[src/rtl/ram_port_arbiter_pkg.sv]
// Shared definitions for the RAM port arbiter: owner-tag encodings and the
// default starvation threshold.
package ram_port_arbiter_pkg;

    typedef enum logic [1:0] {
        OWN_IDLE = 2'd0,
        OWN_IF   = 2'd1,
        OWN_LS   = 2'd2
    } own_e;

    localparam int STARVE_MAX_DEF = 4;

endpackage

[src/rtl/ram_arb_starve_ctr.sv]
// Saturating count of consecutive denied fetch cycles; force_o tells the
// arbiter that IF must win the next contended cycle.
module ram_arb_starve_ctr
    import ram_port_arbiter_pkg::*;
#(
    parameter int STARVE_MAX = STARVE_MAX_DEF
) (
    input  logic clk,
    input  logic rst,
    input  logic if_req_i,
    input  logic if_gnt_i,
    output logic force_o
);

    localparam logic [3:0] MAX_C = 4'(STARVE_MAX);

    logic [3:0] cnt_q;
    logic [3:0] cnt_d;

    always_comb begin
        cnt_d = cnt_q;
        if (!if_req_i || if_gnt_i) begin
            cnt_d = '0;
        end else if (cnt_q != MAX_C) begin
            cnt_d = cnt_q + 4'd1;
        end
    end

    always_ff @(posedge clk or posedge rst) begin
        if (rst) begin
            cnt_q <= '0;
        end else begin
            cnt_q <= cnt_d;
        end
    end

    assign force_o = (cnt_q == MAX_C);

endmodule

[src/rtl/ram_port_arbiter.sv]
// Shares one RAM port between instruction fetch and load/store, LS first with
// an IF starvation guard. Optional counters enabled by RAM_ARB_STATS_EN.
module ram_port_arbiter
    import ram_port_arbiter_pkg::*;
#(
    parameter int ADDR_W     = 30,
    parameter int DATA_W     = 32,
    parameter int STARVE_MAX = STARVE_MAX_DEF
) (
    input  logic                clk,
    input  logic                rst,
    input  logic                if_req,
    input  logic [ADDR_W-1:0]   if_addr,
    output logic                if_gnt,
    output logic                if_rvalid,
    output logic [DATA_W-1:0]   if_rdata,
    input  logic                ls_req,
    input  logic                ls_we,
    input  logic [ADDR_W-1:0]   ls_addr,
    input  logic [DATA_W-1:0]   ls_wdata,
    input  logic [DATA_W/8-1:0] ls_be,
    output logic                ls_gnt,
    output logic                ls_rvalid,
    output logic [DATA_W-1:0]   ls_rdata,
    output logic [ADDR_W-1:0]   ram_addr,
    output logic [DATA_W-1:0]   ram_w_data,
    output logic [DATA_W/8-1:0] ram_byte_en,
    output logic                ram_w_en,
    output logic                ram_r_en,
    input  logic [DATA_W-1:0]   ram_r_data,
    output logic [15:0]         stat_conflicts,
    output logic [15:0]         stat_forced
);

    localparam int BE_W = DATA_W / 8;

    logic starve_force;

    ram_arb_starve_ctr #(.STARVE_MAX(STARVE_MAX)) u_starve (
        .clk      (clk),
        .rst      (rst),
        .if_req_i (if_req),
        .if_gnt_i (if_gnt),
        .force_o  (starve_force)
    );

    assign if_gnt = !rst && if_req && (!ls_req || starve_force);
    assign ls_gnt = !rst && ls_req && !(if_req && starve_force);

    own_e              own_q, own_d;
    logic [ADDR_W-1:0] addr_q, addr_d;
    logic [DATA_W-1:0] wdata_q, wdata_d;
    logic [BE_W-1:0]   be_q, be_d;
    logic              we_q, we_d;
    logic              re_q, re_d;
    logic              if_rv_q, ls_rv_q;
    logic [DATA_W-1:0] if_hold_q, ls_hold_q;

    always_comb begin
        own_d   = OWN_IDLE;
        addr_d  = addr_q;
        wdata_d = wdata_q;
        be_d    = be_q;
        we_d    = 1'b0;
        re_d    = 1'b0;
        if (if_gnt) begin
            addr_d = if_addr;
            be_d   = '0;
            re_d   = 1'b1;
            own_d  = OWN_IF;
        end else if (ls_gnt) begin
            addr_d = ls_addr;
            if (ls_we) begin
                wdata_d = ls_wdata;
                be_d    = ls_be;
                we_d    = 1'b1;
            end else begin
                be_d  = '0;
                re_d  = 1'b1;
                own_d = OWN_LS;
            end
        end
    end

    // The tag rides with the strobe cycle; rvalid follows when RAM data lands.
    always_ff @(posedge clk or posedge rst) begin
        if (rst) begin
            own_q     <= OWN_IDLE;
            addr_q    <= '0;
            wdata_q   <= '0;
            be_q      <= '0;
            we_q      <= 1'b0;
            re_q      <= 1'b0;
            if_rv_q   <= 1'b0;
            ls_rv_q   <= 1'b0;
            if_hold_q <= '0;
            ls_hold_q <= '0;
        end else begin
            own_q     <= own_d;
            addr_q    <= addr_d;
            wdata_q   <= wdata_d;
            be_q      <= be_d;
            we_q      <= we_d;
            re_q      <= re_d;
            if_rv_q   <= (own_q == OWN_IF);
            ls_rv_q   <= (own_q == OWN_LS);
            if_hold_q <= if_rv_q ? ram_r_data : if_hold_q;
            ls_hold_q <= ls_rv_q ? ram_r_data : ls_hold_q;
        end
    end

    assign ram_addr    = addr_q;
    assign ram_w_data  = wdata_q;
    assign ram_byte_en = be_q;
    assign ram_w_en    = we_q;
    assign ram_r_en    = re_q;
    assign if_rvalid   = if_rv_q;
    assign ls_rvalid   = ls_rv_q;
    // RAM data arrives in the rvalid cycle, so it is passed through then held.
    assign if_rdata    = if_rv_q ? ram_r_data : if_hold_q;
    assign ls_rdata    = ls_rv_q ? ram_r_data : ls_hold_q;

`ifdef RAM_ARB_STATS_EN
    logic [15:0] conf_q, conf_d;
    logic [15:0] forced_q, forced_d;

    always_comb begin
        conf_d   = conf_q;
        forced_d = forced_q;
        if (if_req && ls_req && conf_q != 16'hFFFF) begin
            conf_d = conf_q + 16'd1;
        end
        if (if_gnt && ls_req && forced_q != 16'hFFFF) begin
            forced_d = forced_q + 16'd1;
        end
    end

    always_ff @(posedge clk or posedge rst) begin
        if (rst) begin
            conf_q   <= '0;
            forced_q <= '0;
        end else begin
            conf_q   <= conf_d;
            forced_q <= forced_d;
        end
    end

    assign stat_conflicts = conf_q;
    assign stat_forced    = forced_q;
`else
    assign stat_conflicts = '0;
    assign stat_forced    = '0;
`endif

endmodule
[config.mk]
export PLATFORM = sky130hd
export DESIGN_NAME = ram_port_arbiter
export DESIGN_NICKNAME = d
export VERILOG_FILES = /design/src/rtl/ram_port_arbiter_pkg.sv /design/src/rtl/ram_arb_starve_ctr.sv /design/src/rtl/ram_port_arbiter.sv
export SDC_FILE = /design/constraint.sdc
export NUM_CORES = 1
export LEC_CHECK = 0
export ABC_AREA = 1
export BUFFER_PORTS_ARGS = -buffer_cell sky130_fd_sc_hd__buf_2
export CAP_MARGIN = 20
export CORE_ASPECT_RATIO = 0.7
export CORE_MARGIN = 1.5
export CORE_UTILIZATION = 41
export CTS_BUF_LIST = sky130_fd_sc_hd__clkbuf_8
export DETAILED_ROUTE_END_ITERATION = 10
export HOLD_SLACK_MARGIN = 0.02
export PLACE_DENSITY = 0.82
export SYNTH_ARGS = -nofsm -noshare
export SYNTH_HDL_FRONTEND = slang
export SYNTH_SLANG_ARGS = --single-unit
export TNS_END_PERCENT = 30
[constraint.sdc]
create_clock -name clk -period 9.2 [get_ports clk]
set_input_delay 0 -clock clk [delete_from_list [all_inputs] [get_ports clk]]
set_output_delay 0 -clock clk [all_outputs]
set_load 0.01 [all_outputs]
==> results of run 1 <==
==> power groups by stage <==
stage	combinational (W)	sequential [W]	clock [W]
6_report	0.000470	0.000780	0.000482
5_1_grt	0.000513	0.000792	0.000526
4_1_cts	0.000464	0.000778	0.000500
3_5_place_dp	0.000418	0.000788	0
3_3_place_gp	0.000405	0.000785	0
2_1_floorplan	0.000225	0.000805	0
==> worst register-to-register path, delay by kind of cell (launching register included) <==
family | cells | cell delay (ns)
buf+inv | 2 | 0.71
simple gates | 6 | 2.14
flops | 1 | 0.42
fa+ha+maj | 1 | 0.16
==> final cells by class <==
class                           count  area, sq um  area share [%]
Multi-Input combinational cell    381         2160            23.5
Inverter                           43          169            1.84
Clock inverter                     15          155            1.69
Tap cell                          195          244            2.66
Timing Repair Buffer              404         2710            29.5
Clock buffer                       17          234            2.55
Sequential cell                   140         3500            38.2
==> flip-flops by register name (all words and copies together), names as in the netlist <==
register and flops:
if_hold_q 32, ls_hold_q 32, ram_w_data 32, ram_addr 30
ram_byte_en 4, u_starve.cnt_q 4, own_q 2, if_rvalid 1
ls_rvalid 1, ram_r_en 1, ram_w_en 1
==> metrics by stage <==
step / setup WS [ns] / std cells / power [W] / util [%]
floorplan: 5.45 / 630 / 0.00103 / -
detailed placement: 6.11 / 1031 / 0.00121 / 50.7
global route: 5.52 / 1195 / 0.00183 / 62.5
finish: 5.72 / 1195 / 0.00173 / 62.5
CTS: 5.85 / 1194 / 0.00174 / 62.3
global placement: 6.27 / 1031 / 0.00119 / 50.7
==> per-layer routing <==
metal	routed length (um)	vias up	track usage, %
met1	7370	2641	27.5
met5	0	-	0
met3	1300	32	5.24
met4	385	0	9.05
met2	8630	288	38.0
li1	-	2627	-
==> worst paths after layout <==
check | from | end | cells past startpoint
hold reg to reg | own_q[0] | ls_rvalid | 1
min in group asynchronous | rst | ram_addr[11] | 3
max in group asynchronous | rst | if_hold_q[0] | 5
hold / removal | ls_we | ram_w_data[28] | 3
setup / recovery | u_starve.cnt_q[0] | ram_addr[18] | 9
setup reg to reg | u_starve.cnt_q[0] | ram_addr[18] | 9
==> cells by family after synthesis <==
group / count (synthesis)
flops: 140
compound gates: 5
mux: 64
fa+ha+maj: 2
simple gates: 276
xor+xnor: 2
other cells: 1
buf+inv: 109
==> what timing repair did <==
item / 4_1_cts / 5_1_grt
setup endpoints to repair: 0 / 0
hold buffers: 131 / 0
endpoints found under the hold margin: 188 / 0
==> layout by cell type (no fill, tap or decap), types with 4 or more instances in the layout <==
| master | instances |
|---|---|
| buf_2 | 268 |
| nand2_1 | 166 |
| dfrtp_1 | 140 |
| dlygate4sd3_1 | 131 |
| nand3_1 | 70 |
| mux2_2 | 60 |
| inv_1 | 40 |
| conb_1 | 32 |
| nand3b_1 | 29 |
| clkbuf_8 | 17 |
| inv_6 | 6 |
| nor2_1 | 5 |
| nand2_2 | 4 |
| mux2_1 | 4 |
| clkinvlp_4 | 4 |
| buf_4 | 4 |
==> results.ini, run 1 <==
[outcome]
outcome=finished, final reports clean

[layout]
finalInstanceArea_sq_um=9170
n_fill_cell=1151
fin_nets=1122
antenna-diode-count=0
synthToLayoutAreaGrowth_pct=49.0
layout-drive-gt1-share_pct=37.3

[synthesis]
synth_top_family_by_area=simple AND/OR/NAND/NOR gates
synthXorXnorAreaFrac_pct=0.284
synthTopCellsByCount=nand2_1, dfrtp_1, nand3_1
syn_area_per_cell_sq_um=10.3
synth-edff-count=0
yosysMostFrequentCell=nand2_1
ys_async_sr_fraction_pct=100
synthMuxAreaShare_pct=11.7
yosys_warnings=0
yosys.area_share.simple_pct=20.2
yosysUniqueCellTypes=24
synth_compound_area_share_pct=0.447
synth_cells=599
synth-main-ff-cell=dfrtp_1
yosys.area.top_type=dfrtp_1
synth_adder_area_share_pct=0.406
ys_seq_area_share_pct=56.9
synth_area_leaders=dfrtp_1, mux2_2, nand2_1
synth.ff_latch_count=140
syn_area_sq_um=6160
synth_top_cell_area_share_pct=56.9

[timing]
relSlewSlack_pct=50.0
finalMaxSlewViolations=0
rsz0062_at_grt=false
finClkSkew_ns=0.0188
finalHoldViolCount=0
fin_crit_sh_pct=37.8
whs_ns=0.183
fin_crit_ns=3.48
fmax_ghz=0.288
setup_tns_ns=0
worst_slew_pin_slew_ns=0.750
setup_viol=0

[job]
cap_viol_max_count=0

[worst_setup_path]
worstPathMaxFanout=34
cp_slowest_cell=nand2_2
critPathKind=reg -> reg
reg2reg_slack_ns=5.72
critical_path_required_ns=9.56
max_stage_delay_ns=0.67
worst_setup_path_end_kind=register
path_cells=inv_1, ha_1, nand3_1, nand2_2, nand2_2, nand2_2, nand3_1, dlygate4sd3_1, nand2_1
path_delay_family=simple AND/OR/NAND/NOR gates
start_kind=register
crit_top_cell=nand2_2
path_buf_inv=2
cp.arrival_ns=3.83

[global_routing]
grt_usage_pct=22.4
grt_pass1_vias=5588
gr-total-overflow=0
grt_max_degree=87
grt_antenna_before_repair=0
grt_pass1_wl_um=27600

[routing]
wl_um=17700
ant_nets=0
vias=5588
drc_errors=0
drtIter0Drc=207
avgViaCountPerCell=4.68
wl_per_cell_um=14.8
firstDrtPassIters=5

[cts]
ctsResizeCount=0
clk_latency_ns=0.43
cts_tree=built
numCtsBuffers=17
clkTransAtPathRegs_ns=0.09
htreeDepth=4
cts_setup_buffers=0
clockBufferDepth=2
numClockSinks=140
root_buffer=clkbuf_8

[power]
pwr-share-seq_pct=45.1
vdd_drop_max_mv=0.0810
leakage_nw=4.86
pwr-share-comb_pct=27.1
switchingPower_w=0.000555
power.share.switching_pct=32.1
powerDensity_nw_per_um2=189
clkPwrFrac_pct=27.8
p_int_w=0.00118

[worst_hold_path]
hp-class=in -> reg

[placement]
placed_area_sq_um=7450
dp_hpwl_um=10500
gp_congestion=0.783
io_buffers=268

[floorplanning]
dieArea_sq_um=15800
die_x_um=149
ios=301
std_cell_rows=37
die_h_um=106
coreArea_sq_um=14700
initial_utilization_pct=42.0

(Power assumes the default switching activity.)
==> run 2: changes to the inputs <==
==> constraint.sdc (replaced) <==
create_clock -name clk -period 3.3 [get_ports clk]
set_input_delay 0 -clock clk [delete_from_list [all_inputs] [get_ports clk]]
set_output_delay 0 -clock clk [all_outputs]
set_load 0.01 [all_outputs]
==> run 2 against run 1 <==
Compared with the run above: via count is 2.5% higher; total power grew to 2.8 times the previous value; utilization is 0.16 points higher; clock skew grew 0.0046 ns; hold slack got worse by 0.044 ns; maximum frequency is 45% higher; die area did not move; final cell count increased by 0.25%; register-to-register slack got worse by 4.8 ns.
==> results.ini, run 2 (synthesis results as in run 1) <==
[global_routing]
gr-total-overflow=0
grt_pass1_vias=5955
grt_usage_pct=23.6
grt_pass1_wl_um=29100
grt_antenna_before_repair=0
grt_max_degree=100

[placement]
dp_hpwl_um=10700
placed_area_sq_um=7490
io_buffers=268
gp_congestion=0.770

[cts]
clk_latency_ns=0.43
clockBufferDepth=2
htreeDepth=4
root_buffer=clkbuf_8
numClockSinks=140
numCtsBuffers=17
clkTransAtPathRegs_ns=0.09
ctsResizeCount=0
cts_tree=built
cts_setup_buffers=0

[routing]
avgViaCountPerCell=4.78
firstDrtPassIters=4
wl_um=18400
vias=5725
wl_per_cell_um=15.4
ant_nets=0
drtIter0Drc=306
drc_errors=0

[worst_setup_path]
worst_setup_path_end_kind=register
worstPathMaxFanout=31
critical_path_required_ns=3.66
critPathKind=reg -> reg
start_kind=register
cp.arrival_ns=2.77

[floorplanning]
initial_utilization_pct=42.0
die_x_um=149
ios=301
dieArea_sq_um=15800
coreArea_sq_um=14700
die_h_um=106
std_cell_rows=37

[power]
vdd_drop_max_mv=0.252
powerDensity_nw_per_um2=533
leakage_nw=4.87

[timing]
finalMaxSlewViolations=0
finClkSkew_ns=0.0233
fin_crit_ns=2.40
finalHoldViolCount=0
fin_crit_sh_pct=72.9
fmax_ghz=0.416
worst_slew_pin_slew_ns=0.653
setup_tns_ns=0
relSlewSlack_pct=56.3
setup_viol=0
rsz0062_at_grt=false

[layout]
layout-drive-gt1-share_pct=37.6
final_cell_mix=buf_2, nand2_1, dfrtp_1
synthToLayoutAreaGrowth_pct=49.3
finalInstanceArea_sq_um=9200
fin_nets=1125
antenna-diode-count=0
layout_commonest_cell=buf_2

[worst_hold_path]
hp-class=in -> reg

[job]
cap_viol_max_count=0

[outcome]
outcome=finished, final reports clean

[run 2: cell count changes in the layout (fill, tap and decap cells not counted), sizes merged]
cell      previous run  this run
clkinv               2         1
clkinvlp             4         5
buf                273       276
[run 2: timing repair]
item                                    in CTS  in global routing
hold buffers                               131                  0
endpoints found under the hold margin      275                  0
endpoints found under the setup margin       0                  0
[run 2: power by group]
group | total [W] | switching [W] | internal [W]
combinational | 0.00133 | 0.000711 | 0.000622
sequential | 0.00218 | 0.000136 | 0.00204
clock | 0.00139 | 0.000757 | 0.000633
total | 0.00490 | 0.00160 | 0.00329
[run 2: final cells by class]
type / instances / area (sq um)
tap: 195 / 244
clock inverter: 15 / 165
timing repair buffer: 407 / 2730
inverter: 43 / 168
fill: 1108 / 5480
clock buffer: 17 / 234
sequential: 140 / 3500
multi-input combinational: 381 / 2160
[run 2: critical path, stage by stage (launching register included)]
cell	delay [ns]
dfrtp_1	0.42
inv_1	0.07
ha_1	0.16
nand3_1	0.14
nand2_2	0.10
nand2_2	0.06
nand2_2	0.49
nand3_1	0.19
dlygate4sd3_1	0.63
nand2_1	0.07
[run 2: worst paths after layout]
check | slack (ns) | depth (start not counted) | endpoint | startpoint
max | 0.90 | 9 | ram_addr[13] | u_starve.cnt_q[0]
min | 0.14 | 3 | own_q[1] | ls_we
max reg2reg | 0.90 | 9 | ram_addr[13] | u_starve.cnt_q[0]
min reg2reg | 0.42 | 1 | ls_rvalid | own_q[0]
max in group asynchronous | 2.53 | 4 | ram_addr[1] | rst
min in group asynchronous | 0.35 | 4 | if_rvalid | rst
[run 2: metal layers]
layer	GRT usage (%)	vias to the layer above	part of all wire, %	wire, um
li1	-	2639	-	-
met1	26.0	2752	38	7050
met2	42.0	290	51	9430
met3	6.67	44	7.8	1430
met4	10.4	0	2.8	524
met5	0	-	0	0
[run 2: through the flow]
step	setup slack (ns)	power (W)	cells	utilization (%)	hold slack [ns]
after floorplan	1.55	0.00287	630	-	0.118
after global placement	1.10	0.00332	1035	51.0	0.234
after detailed placement	0.987	0.00337	1035	51.0	0.238
after CTS	0.908	0.00492	1198	62.7	0.0757
after global routing	0.709	0.00517	1198	62.7	0.119
final	0.895	0.00490	1198	62.7	0.139
